[config.mk]
export PLATFORM = sky130hd
export DESIGN_NAME = reg_dump_scanner
export DESIGN_NICKNAME = d
export VERILOG_FILES = /design/src/rtl/reg_dump_scanner.sv
export SDC_FILE = /design/constraint.sdc
export NUM_CORES = 1
export LEC_CHECK = 0
export ABC_AREA = 1
export CAP_MARGIN = 20
export CORE_AREA = 2 2 91 93
export CTS_CLUSTER_SIZE = 20
export DETAILED_ROUTE_END_ITERATION = 6
export DIE_AREA = 0 0 93 95
export PLACE_DENSITY = 0.74
export SLEW_MARGIN = 15
export SYNTH_ARGS = -nofsm -noshare
export SYNTH_HDL_FRONTEND = slang
export SYNTH_SLANG_ARGS = --single-unit
[constraint.sdc]
create_clock -name clk -period 2.9 [get_ports clk]
set_input_delay 0.435 -clock clk [delete_from_list [all_inputs] [get_ports clk]]
set_output_delay 0.435 -clock clk [all_outputs]
set_load 0.03 [all_outputs]
[src/rtl/reg_dump_scanner.sv]
// reg_dump_scanner: sweeps a processor debug read port across NUM_REGS
// registers, samples each value after SETTLE cycles, streams {index, value}
// words over a valid/ready handshake and keeps a running XOR checksum.
module reg_dump_scanner #(
    parameter int NUM_REGS = 32,
    parameter int SETTLE   = 2
) (
    input  logic        clk,
    input  logic        rst,
    input  logic        start,
    output logic [4:0]  reg_sel,
    input  logic [31:0] reg_data,
    output logic        out_valid,
    input  logic        out_ready,
    output logic [4:0]  out_idx,
    output logic [31:0] out_data,
    output logic        busy,
    output logic        done,
    output logic [31:0] checksum
);

    localparam int CNT_W = (SETTLE > 1) ? $clog2(SETTLE) : 1;
    localparam logic [CNT_W-1:0] CNT_INIT = CNT_W'(SETTLE - 1);
    localparam logic [4:0]       LAST_IDX = 5'(NUM_REGS - 1);

    typedef enum logic [1:0] {
        ST_IDLE,
        ST_SETTLE,
        ST_EMIT,
        ST_DONE
    } state_t;

    state_t           state;
    state_t           next_state;
    logic [CNT_W-1:0] settle_cnt;

    logic load_start;
    logic count_down;
    logic capture;
    logic accept;
    logic advance;

    // State register.
    always_ff @(posedge clk) begin
        if (rst) begin
            state <= ST_IDLE;
        end else begin
            state <= next_state;
        end
    end

    // Next-state decode plus the per-cycle datapath strobes and status outputs.
    always_comb begin
        next_state = state;
        busy       = 1'b0;
        done       = 1'b0;
        load_start = 1'b0;
        count_down = 1'b0;
        capture    = 1'b0;
        accept     = 1'b0;
        advance    = 1'b0;
        case (state)
            ST_IDLE: begin
                if (start) begin
                    load_start = 1'b1;
                    next_state = ST_SETTLE;
                end
            end
            ST_SETTLE: begin
                busy = 1'b1;
                if (settle_cnt == '0) begin
                    capture    = 1'b1;
                    next_state = ST_EMIT;
                end else begin
                    count_down = 1'b1;
                end
            end
            ST_EMIT: begin
                // out_valid is always high in EMIT, so out_ready alone completes the handshake.
                busy = 1'b1;
                if (out_ready) begin
                    accept = 1'b1;
                    if (out_idx == LAST_IDX) begin
                        next_state = ST_DONE;
                    end else begin
                        advance    = 1'b1;
                        next_state = ST_SETTLE;
                    end
                end
            end
            ST_DONE: begin
                done       = 1'b1;
                next_state = ST_IDLE;
            end
            default: begin
                next_state = ST_IDLE;
            end
        endcase
    end

    // Select/settle counter, captured word and checksum; reset also discards a partial dump.
    always_ff @(posedge clk) begin
        if (rst) begin
            reg_sel    <= '0;
            settle_cnt <= '0;
            out_valid  <= 1'b0;
            out_idx    <= '0;
            out_data   <= '0;
            checksum   <= '0;
        end else begin
            if (load_start) begin
                reg_sel    <= '0;
                checksum   <= '0;
                settle_cnt <= CNT_INIT;
            end
            if (count_down) begin
                settle_cnt <= settle_cnt - CNT_W'(1);
            end
            if (capture) begin
                out_data  <= reg_data;
                out_idx   <= reg_sel;
                out_valid <= 1'b1;
            end
            if (accept) begin
                checksum  <= checksum ^ out_data;
                out_valid <= 1'b0;
            end
            if (advance) begin
                reg_sel    <= reg_sel + 5'd1;
                settle_cnt <= CNT_INIT;
            end
        end
    end

endmodule
==> results.txt, run 1 <==
Final Max Slew Viols = 0
clock skew = 0.00769 ns
CP delay by family, top = buffers and inverters
DR iter-0 viols = 133
Seq/Total Area, Yosys = 50.9%
I/O pin cnt = 113
Tmin final = 2.19 ns
Register Area = 1560 um^2
post-route clock period utilization = 75.5%
Starting Density = 38.7%
final setup TNS = 0 ns
Worst path slowest cell = clkdlybuf4s50_1
Startpoint Class = flip-flop
Antenna Cells = 0
Clock Root Buffer = clkbuf_8
CP bufs+invs = 2
Slew @ Worst Pin = 0.665 ns
htree depth = 3
DRC Markers = 0
crit path cell chain = inv_1 > ha_1 > clkdlybuf4s50_1
area of the multi-input gates = 1270 um^2
Yosys reg bits = 78
endpoints failing setup = 0
P&R area growth vs syn = 44.9%
port bufs = 112
Post-Route WL = 8190 um
Yosys cell types = 25
PwrDens = 856 nW/um^2
die width = 93 um
Clock Sinks = 78
clk_lat worst skew = 0.34 ns
CP arrival = 1.75 ns
Post-CTS Repair Setup Buffers = 0
hpwl dp = 5880 um
synth top area cells = dfxtp_1 (51%), o21ai_0 (10%), nor2_1 (7.8%), a21oi_1 (7.3%), nand2_1 (6.1%)
Crit. End Element = output pin
Post-CTS Resized = 0
GR Overflow Total = 0
clk buf depth = 2
vias = 3008
layout cell share with drive strength beyond 1 = 6.27%
relative slew slack = 55.6%
CP Max Fanout = 4
Rows = 33
vias in the first global route = 2884
Synth area leader = dfxtp_1
hold buffer count at CTS = 0
Avg Inst Size Synth = 7.73 um^2
fillers = 758
Synth Instances = 397
DR vias/cell = 4.89
die outline height = 95 um
Post-Syn Area = 3070 um^2
RSZ-0062 raised after global routing = false
Pleak = 1.63 nW
global-route wire length before repair = 13400 um
# nets final = 547
Worst Path Required = 2.47 ns
critical path type = flip-flop to output pin
Clk pin slew, worst setup/hold paths = 0.08 ns
Worst Setup Slack, final = 0.711 ns
status = complete, no violations
DR WL/cell = 13.3 um
core region area = 7930 um^2
Total GRT Usage = 19.0%
setup slack at placement = 0.646 ns
TritonCTS clock tree = built
max_cap viols = 0
1st-pass router iterations = 4
largest net degree at the start of global routing = 37
Syn. warnings = 0
hold crit path type = flip-flop to flip-flop
net count after synthesis = 438
initial antenna violation count = 0
die area = 8840 um^2
Routability Congestion = 0.885
VDD IR-drop max = 0.351 mV
antenna-violating nets left = 0
peak per-stage delay on the critical path = 0.66 ns
fmax = 457 MHz
Final Hold Vio Count = 0
CTS Buf Count = 9
post-synth top area share = 50.9%
==> final timing paths <==
kind	startpoint	endpoint	slack [ns]	cells past startpoint
min	checksum[2]	checksum[2]	0.46	2
max	state[1]	busy	0.71	3
max reg2reg	state[1]	checksum[17]	0.84	7
min reg2reg	checksum[2]	checksum[2]	0.46	2
==> metal layers <==
metal	wire [um]	global-route usage, %
met5	0	0
met4	172	8.95
met3	373	3.11
met2	4090	32.4
met1	3550	23.6
==> where the power goes <==
group	internal (mW)	total, mW	leakage (nW)	switching [mW]
Clock	0.391	0.780	0.0911	0.389
Combinational	0.576	1.54	0.907	0.964
Sequential	1.30	1.49	0.635	0.191
Total	2.26	3.81	1.63	1.54
==> placed cells by master (no fill, tap or decap) <==
cell type | Yosys | layout
or2_0 | 6 | 6
inv_1 | 36 | 36
bufinv_16 | 0 | 1
nand4_1 | 3 | 3
nand2_2 | 6 | 6
a31oi_1 | 3 | 3
nand2_4 | 1 | 1
clkbuf_8 | 0 | 9
nor2_4 | 1 | 1
a21oi_1 | 45 | 45
clkinv_4 | 0 | 1
a21oi_2 | 1 | 1
clkinv_2 | 1 | 3
nand2_1 | 50 | 50
nor2_1 | 64 | 64
clkdlybuf4s50_1 | 0 | 112
nand3b_1 | 2 | 2
o21ai_1 | 1 | 1
o21ai_0 | 61 | 61
clkinvlp_4 | 0 | 2
buf_4 | 2 | 4
or2_2 | 3 | 3
dfxtp_1 | 78 | 78
ha_1 | 5 | 5
o21bai_1 | 4 | 4
nand3_1 | 8 | 8
==> cells in the mapped netlist, drive strengths merged <==
master,number
buf,10
o21ai,62
nor2,65
nand3b,2
nand3,8
inv,36
dfxtp,78
a31oi,3
clkinv,1
nand4,3
ha,5
a21oi,46
nand2,57
clkbuf,8
or2,9
o21bai,4
==> registers in the layout (all words and copies together) (netlist names) <==
register,flops
out_valid,1
checksum,32
out_data,32
out_idx,5
reg_sel,5
state,2
settle_cnt,1
==> logic make-up after synthesis <==
| logic type | share of synthesized area, % |
|---|---|
| AOI/OAI and AO/OA | 19.3 |
| adders and majority gates | 2.04 |
| buffers and inverters | 7.59 |
| DFF | 50.9 |
| and+or+nand+nor | 20.1 |
==> worst reg2reg max path: cells and delay by family, from the launching register on <==
family | cells | cell delay (ns)
compound gates | 2 | 0.66
buf+inv | 3 | 0.53
flops | 1 | 0.39
fa+ha+maj | 1 | 0.22
simple gates | 1 | 0.19
==> stage by stage <==
step	cells	area [um^2]	hold WS, ns	power [mW]	utilization (%)
after floorplan	397	3070	0.504	2.42	-
after global placement	600	4260	0.447	3.03	53.7
after detailed placement	600	4260	0.452	3.06	53.7
after CTS	615	4450	0.467	3.84	56.1
after global routing	615	4450	0.499	4.04	56.1
final	615	4450	0.464	3.81	56.1
==> cell type report <==
class,instances,area share [%]
sequential,78,35.1
multi-input combinational,264,28.7
timing repair buffer,116,25.9
inverter,37,3.15
tap,105,2.96
clock buffer,9,2.79
clock inverter,6,1.44
Power figures use the tool's default switching activity.
==> inputs of run 2 (changes only) <==
--- a/config.mk
+++ b/config.mk
@@ -11,7 +11,7 @@
 export CTS_CLUSTER_SIZE = 20
 export DETAILED_ROUTE_END_ITERATION = 6
 export DIE_AREA = 0 0 93 95
-export PLACE_DENSITY = 0.74
+export PLACE_DENSITY = 0.77
 export SLEW_MARGIN = 15
 export SYNTH_ARGS = -nofsm -noshare
 export SYNTH_HDL_FRONTEND = slang
==> constraint.sdc (replaced) <==
create_clock -name clk -period 1.9 [get_ports clk]
set_input_delay 0.285 -clock clk [delete_from_list [all_inputs] [get_ports clk]]
set_output_delay 0.285 -clock clk [all_outputs]
set_load 0.03 [all_outputs]
==> results.txt, run 2 (synthesized netlist as in run 1, its figures left out) <==
relative slew slack = 69.6% (+14 points)
max_cap viols = 0 (unchanged)
Total GRT Usage = 18.3% (-0.77 points)
Pleak = 1.75 nW (+7.3%)
Clock Root Buffer = clkbuf_8
1st-pass router iterations = 4 (unchanged)
Routability Congestion = 0.826 (-6.7%)
Startpoint Class = flip-flop
Seq pwr share = 36.2% (-2.9 points)
status = complete, no violations
CTS Buf Count = 9 (unchanged)
DRC Markers = 0 (unchanged)
CP arrival = 1.52 ns (-0.23 ns)
Net Sw Power = 2.40 mW (+55%)
DR iter-0 viols = 134 (+0.75%)
final setup TNS = 0 ns (unchanged)
Final Max Slew Viols = 0 (unchanged)
GR Overflow Total = 0 (unchanged)
Final Hold Vio Count = 0 (unchanged)
Antenna Cells = 0 (unchanged)
DR WL/cell = 12.9 um (-3.4%)
Clock Sinks = 78 (unchanged)
Worst path slowest cell = clkdlybuf4s50_1
CP bufs+invs = 1 (-1)
Logic pwr share = 39.5% (-1.0 points)
Largest regs = checksum: 32 flops, out_data: 32 flops
initial antenna violation count = 0 (unchanged)
htree depth = 3 (unchanged)
P_int = 3.81 mW (+68%)
Rows = 33 (unchanged)
layout cell share with drive strength beyond 1 = 7.74% (+1.5 points)
largest net degree at the start of global routing = 43 (+16%)
DR vias/cell = 4.77 (-2.5%)
port bufs = 112 (unchanged)
Starting Density = 38.7% (unchanged)
core region area = 7930 um^2 (unchanged)
endpoints failing setup = 0 (unchanged)
most frequent cells in the layout = clkdlybuf4s50_1 (109), dfxtp_1 (78), nor2_1 (64), o21ai_0 (61), nand2_1 (49)
I/O pin cnt = 113 (unchanged)
TritonCTS clock tree = built
hold crit path type = flip-flop to flip-flop
critical path type = flip-flop to output pin
peak per-stage delay on the critical path = 0.72 ns (+0.06 ns)
RSZ-0062 raised after global routing = false
most common cell after layout, fill and taps aside = clkdlybuf4s50_1
CP delay by family, top = buffers and inverters
Clk pin slew, worst setup/hold paths = 0.08 ns (about the same)
die outline height = 95 um (unchanged)
WL met3 = 496 um (+33%)
clock skew = 0.0115 ns (+0.00377 ns)
hpwl dp = 5670 um (-3.7%)
utilization after layout = 58.1% (+2.0 points)
Crit. End Element = output pin
fmax = 555 MHz
clk_lat worst skew = 0.35 ns (about the same)
switching share of power = 38.6% (-1.9 points)
vias in the first global route = 2804 (-2.8%)
crit path cell chain = clkdlybuf4s50_1
Slew @ Worst Pin = 0.455 ns (-0.210 ns)
CP Max Fanout = 6 (+2)
uppermost layer routed = met4
vias = 2967 (-1.4%)
met1 wire length = 3460 um (-2.6%)
VDD IR-drop max = 0.557 mV (+59%)
Worst Path Required = 1.62 ns (-0.85 ns)
die width = 93 um (unchanged)
die area = 8840 um^2 (unchanged)
# nets final = 553 (+1.1%)
PwrDens = 1350 nW/um^2 (+58%)
Tmin final = 1.80 ns
P&R area growth vs syn = 50.1%
clk buf depth = 2 (unchanged)
antenna-violating nets left = 0 (unchanged)
global-route wire length before repair = 12700 um (-4.6%)
post-route clock period utilization = 94.8%
hold buffer count at CTS = 0 (unchanged)
Clock power frac = 24.4% (+3.9 points)
Post-Route WL = 8000 um (-2.3%)
met2 WL post-DR = 3940 um (-3.6%)
run 2: cell count changes in the layout (fill, tap and decap cells not counted), moves of 2 or more:
cell,delta
buf_12,+4
buf_4,+2
bufinv_16,+2
clkdlybuf4s50_1,-3
clkinvlp_4,-2
dlymetal6s2s_1,+2
run 2: power by group through the flow:
stage               logic (mW)  clock network (mW)  registers, mW
floorplan                0.846                   0           2.84
global placement          2.43                   0           2.28
detailed placement        2.47                   0           2.28
CTS                       2.47                1.54           2.25
global route              2.65                1.61           2.30
finish                    2.45                1.51           2.25
run 2: metrics by stage:
step | instance area (um^2) | power, mW | cells | setup slack [ns] | hold WS [ns]
finish | 4600 | 6.21 | 622 | 0.0980 | 0.465
global route | 4600 | 6.55 | 622 | 0.0126 | 0.484
CTS | 4600 | 6.26 | 622 | 0.00144 | 0.468
detailed placement | 4350 | 4.75 | 606 | 0.145 | 0.454
global placement | 4350 | 4.70 | 606 | 0.187 | 0.446
floorplan | 3070 | 3.69 | 397 | 0.509 | 0.354
run 2: layer usage:
metal  global-route usage [%]  vias to the layer above
met5                        0                        -
li1                         -                     1518
met3                     6.30                        6
met4                     6.99                        0
met1                     21.2                     1365
met2                     31.2                       78
run 2: worst paths after layout:
check	start	endpoint	slack, ns	depth (start not counted)
worst max-delay path	reg_sel[3]	reg_sel[3]	0.1	1
worst min-delay path	checksum[6]	checksum[6]	0.46	2
worst max register to register	state[0]	checksum[5]	0.21	8
worst min register to register	checksum[6]	checksum[6]	0.46	2
run 2: cell type report:
type,instances,area [um^2]
Tap cell,105,131
Sequential cell,78,1560
Fill cell,737,3320
Clock buffer,9,124
Multi-Input combinational cell,264,1280
Timing Repair Buffer,122,1250
Clock inverter,7,121
Inverter,37,140
run 2: what timing repair did:
| action | in CTS | in global routing |
|---|---|---|
| pin swaps | 0 | 0 |
| endpoints found under the setup margin | 1 | 6 |
| setup buffers | 0 | 0 |
| resized for setup | 1 | 3 |
==> RTL change: new RTL, flow settings as in run 2 <==
Set the parameter `SETTLE` to 4 (it was 2).
--- a/src/rtl/reg_dump_scanner.sv
+++ b/src/rtl/reg_dump_scanner.sv
@@ -5,3 +5,3 @@
     parameter int NUM_REGS = 32,
-    parameter int SETTLE   = 2
+    parameter int SETTLE   = 4
 ) (
Check against the original RTL: not equivalent (Yosys sat finds a counterexample within 4 cycles, from zero or initial values and one cycle with rst high).
==> RTL change against run 2 <==
  * Setup slack improved by 0.016 ns
  * First-iteration DRC count decreased by 3.7%
  * Wire length increased by 1.8%
  * Largest cell class unchanged
  * Sequential cell count increased by 1
  * Synthesized area increased by 3.4%
  * Core utilization increased by 0.63 points
  * Combinational power increased by 5%
  * Total power decreased by 1.8%
  * Critical endpoint is now reg_sel[1]
  * Sequential power increased by 2%
  * Critical path type unchanged
  * Cell area increased by 1.1%
  * Hold slack improved by 0.0023 ns
==> RTL change: results (changes against run 2) <==
status=finished clean; worst r2r path cells=7 (-1); Hold Path Stages=2 (unchanged); Async SR Flop Fraction=0% (unchanged); Ant. Diodes=0 (unchanged); r2r endpoint=checksum[0]; Seq/Total Area, Yosys=49.9% (-1.0 points); CTS H-Tree Depth=3 (unchanged); Worst Hold Endpoint=checksum[17]; CTS max path bufs=2 (unchanged); reg-to-reg startpoint=state[0]; Port Buffers=112 (unchanged); first-pass GRT wire length=13.1 mm (+3.0%); Max VDD drop=717 uV (+29%); share of cells above drive strength 1=10.5% (+2.7 points); worst-skew pair later-pin latency=around 0.34 ns; CTS clk-pin slew, worst paths=0.08 ns (about the same); Min-Delay Path Class=reg2reg; highest fanout seen on the critical path=6 (unchanged); Worst Hold Margin=0.467 ns (+0.00228 ns); root buffer cell=clkbuf_8; vias in the first global route=2903 (+3.5%); DR WL/cell=12.7 um (-0.94%); reg-to-reg slack, setup=0.16 ns (-0.05 ns); # nets final=571 (+3.3%); Final Wtd Congestion=0.865 (+4.8%); Synth area leaders=dfxtp_1 50%, o21ai_0 9.3%, nor2_1 8.4%; syn nets=451 (+3.0%); Top Registers=checksum (32), out_data (32); switching portion of total power=39.9% (+1.2 points); Hold Crit Start=checksum[17]; Total GRT Usage=18.8% (+0.56 points); clock skew=0.00625 ns (-0.00520 ns); kind of cell adding the most delay to the critical path=buffers and inverters; Slew headroom=67.4% (-2.1 points); Leakage=1.68 nW (-4.3%); initial antenna violation count=0 (unchanged); first drt pass iteration count=4 (unchanged); critical path arrival=1.50 ns (-0.02 ns); Cell variety after synth=26 (+4.0%); CTS Buf Count=9 (unchanged); Slowest-stage cell, CP=clkdlybuf4s50_1; via count=3068 (+3.4%); DR iter-0 viols=129 (-3.7%); Crit. Startpoint=reg_sel[1]; DP HPWL=6.10 mm (+7.6%); YS warnings=0 (unchanged); CP max stage delay=0.72 ns (about the same); pin count of the biggest net entering global routing=28 (-35%); top cells by count, synth=79 x dfxtp_1, 71 x nor2_1, 59 x o21ai_0
[RTL change: cell types whose count changed in the layout (fill, tap and decap cells not counted), sizes merged, moves of 2 or more]
cell and change:
a21oi -3, buf +5, bufinv -2, clkinvlp +2, inv +8, nand2 -4
nor2 +6, o21ai +7, or2 -6
[RTL change: worst max path at each step]
stage / to / slack [ns] / cells after the start
detailed placement: checksum[0] / 0.1 / 6
global route: checksum[30] / 0.02 / 7
floorplan: checksum[10] / 0.45 / 9
finish: reg_sel[1] / 0.11 / 1
global placement: checksum[1] / 0.19 / 6
CTS: done / 0.02 / 2
[RTL change: metrics by stage]
| stage | utilization (%) | instance area [um2] | setup slack (ns) | std cells |
|---|---|---|---|---|
| global placement | 56.2 | 4460 | 0.192 | 623 |
| CTS | 58.7 | 4650 | 0.0219 | 639 |
| floorplan | - | 3170 | 0.445 | 409 |
| detailed placement | 56.2 | 4460 | 0.0959 | 623 |
| finish | 58.7 | 4650 | 0.114 | 639 |
| global route | 58.7 | 4650 | 0.0167 | 639 |
[RTL change: logic make-up after synthesis]
kind of cell,synth area share (%)
DFF,49.9
and+or+nand+nor,17.6
AOI/OAI and AO/OA,21.9
adders and majority gates,2.37
buffers and inverters,8.24
[RTL change: area by class of cell]
| class | instances | area (um2) |
|---|---|---|
| sequential | 79 | 1580 |
| tap | 105 | 131 |
| clock buffer | 10 | 138 |
| timing repair buffer | 127 | 1230 |
| multi-input combinational | 266 | 1340 |
| clock inverter | 6 | 60.1 |
| inverter | 46 | 173 |
| fill | 751 | 3270 |
[RTL change: per-layer routing]
layer / vias to the layer above / global-route usage, % / part of all wire (%)
li1: 1567 / - / -
met1: 1395 / 22.2 / 43
met2: 94 / 32.5 / 49
met3: 12 / 5.99 / 5.8
met4: 0 / 6.37 / 1.5
met5: - / 0 / 0
[RTL change: what timing repair did]
action | 4_1_cts | 5_1_grt
endpoints found under the hold margin | 0 | 0
endpoints found under the setup margin | 1 | 1
resized for setup | 1 | 1
buffers inserted | 0 | 0
[RTL change: power groups by stage]
stage	logic [mW]	registers (mW)	clock network, mW
2_1_floorplan	0.972	2.91	0
3_3_place_gp	2.53	2.34	0
3_5_place_dp	2.59	2.33	0
4_1_cts	2.59	2.30	1.26
5_1_grt	2.80	2.34	1.33
6_report	2.57	2.30	1.23
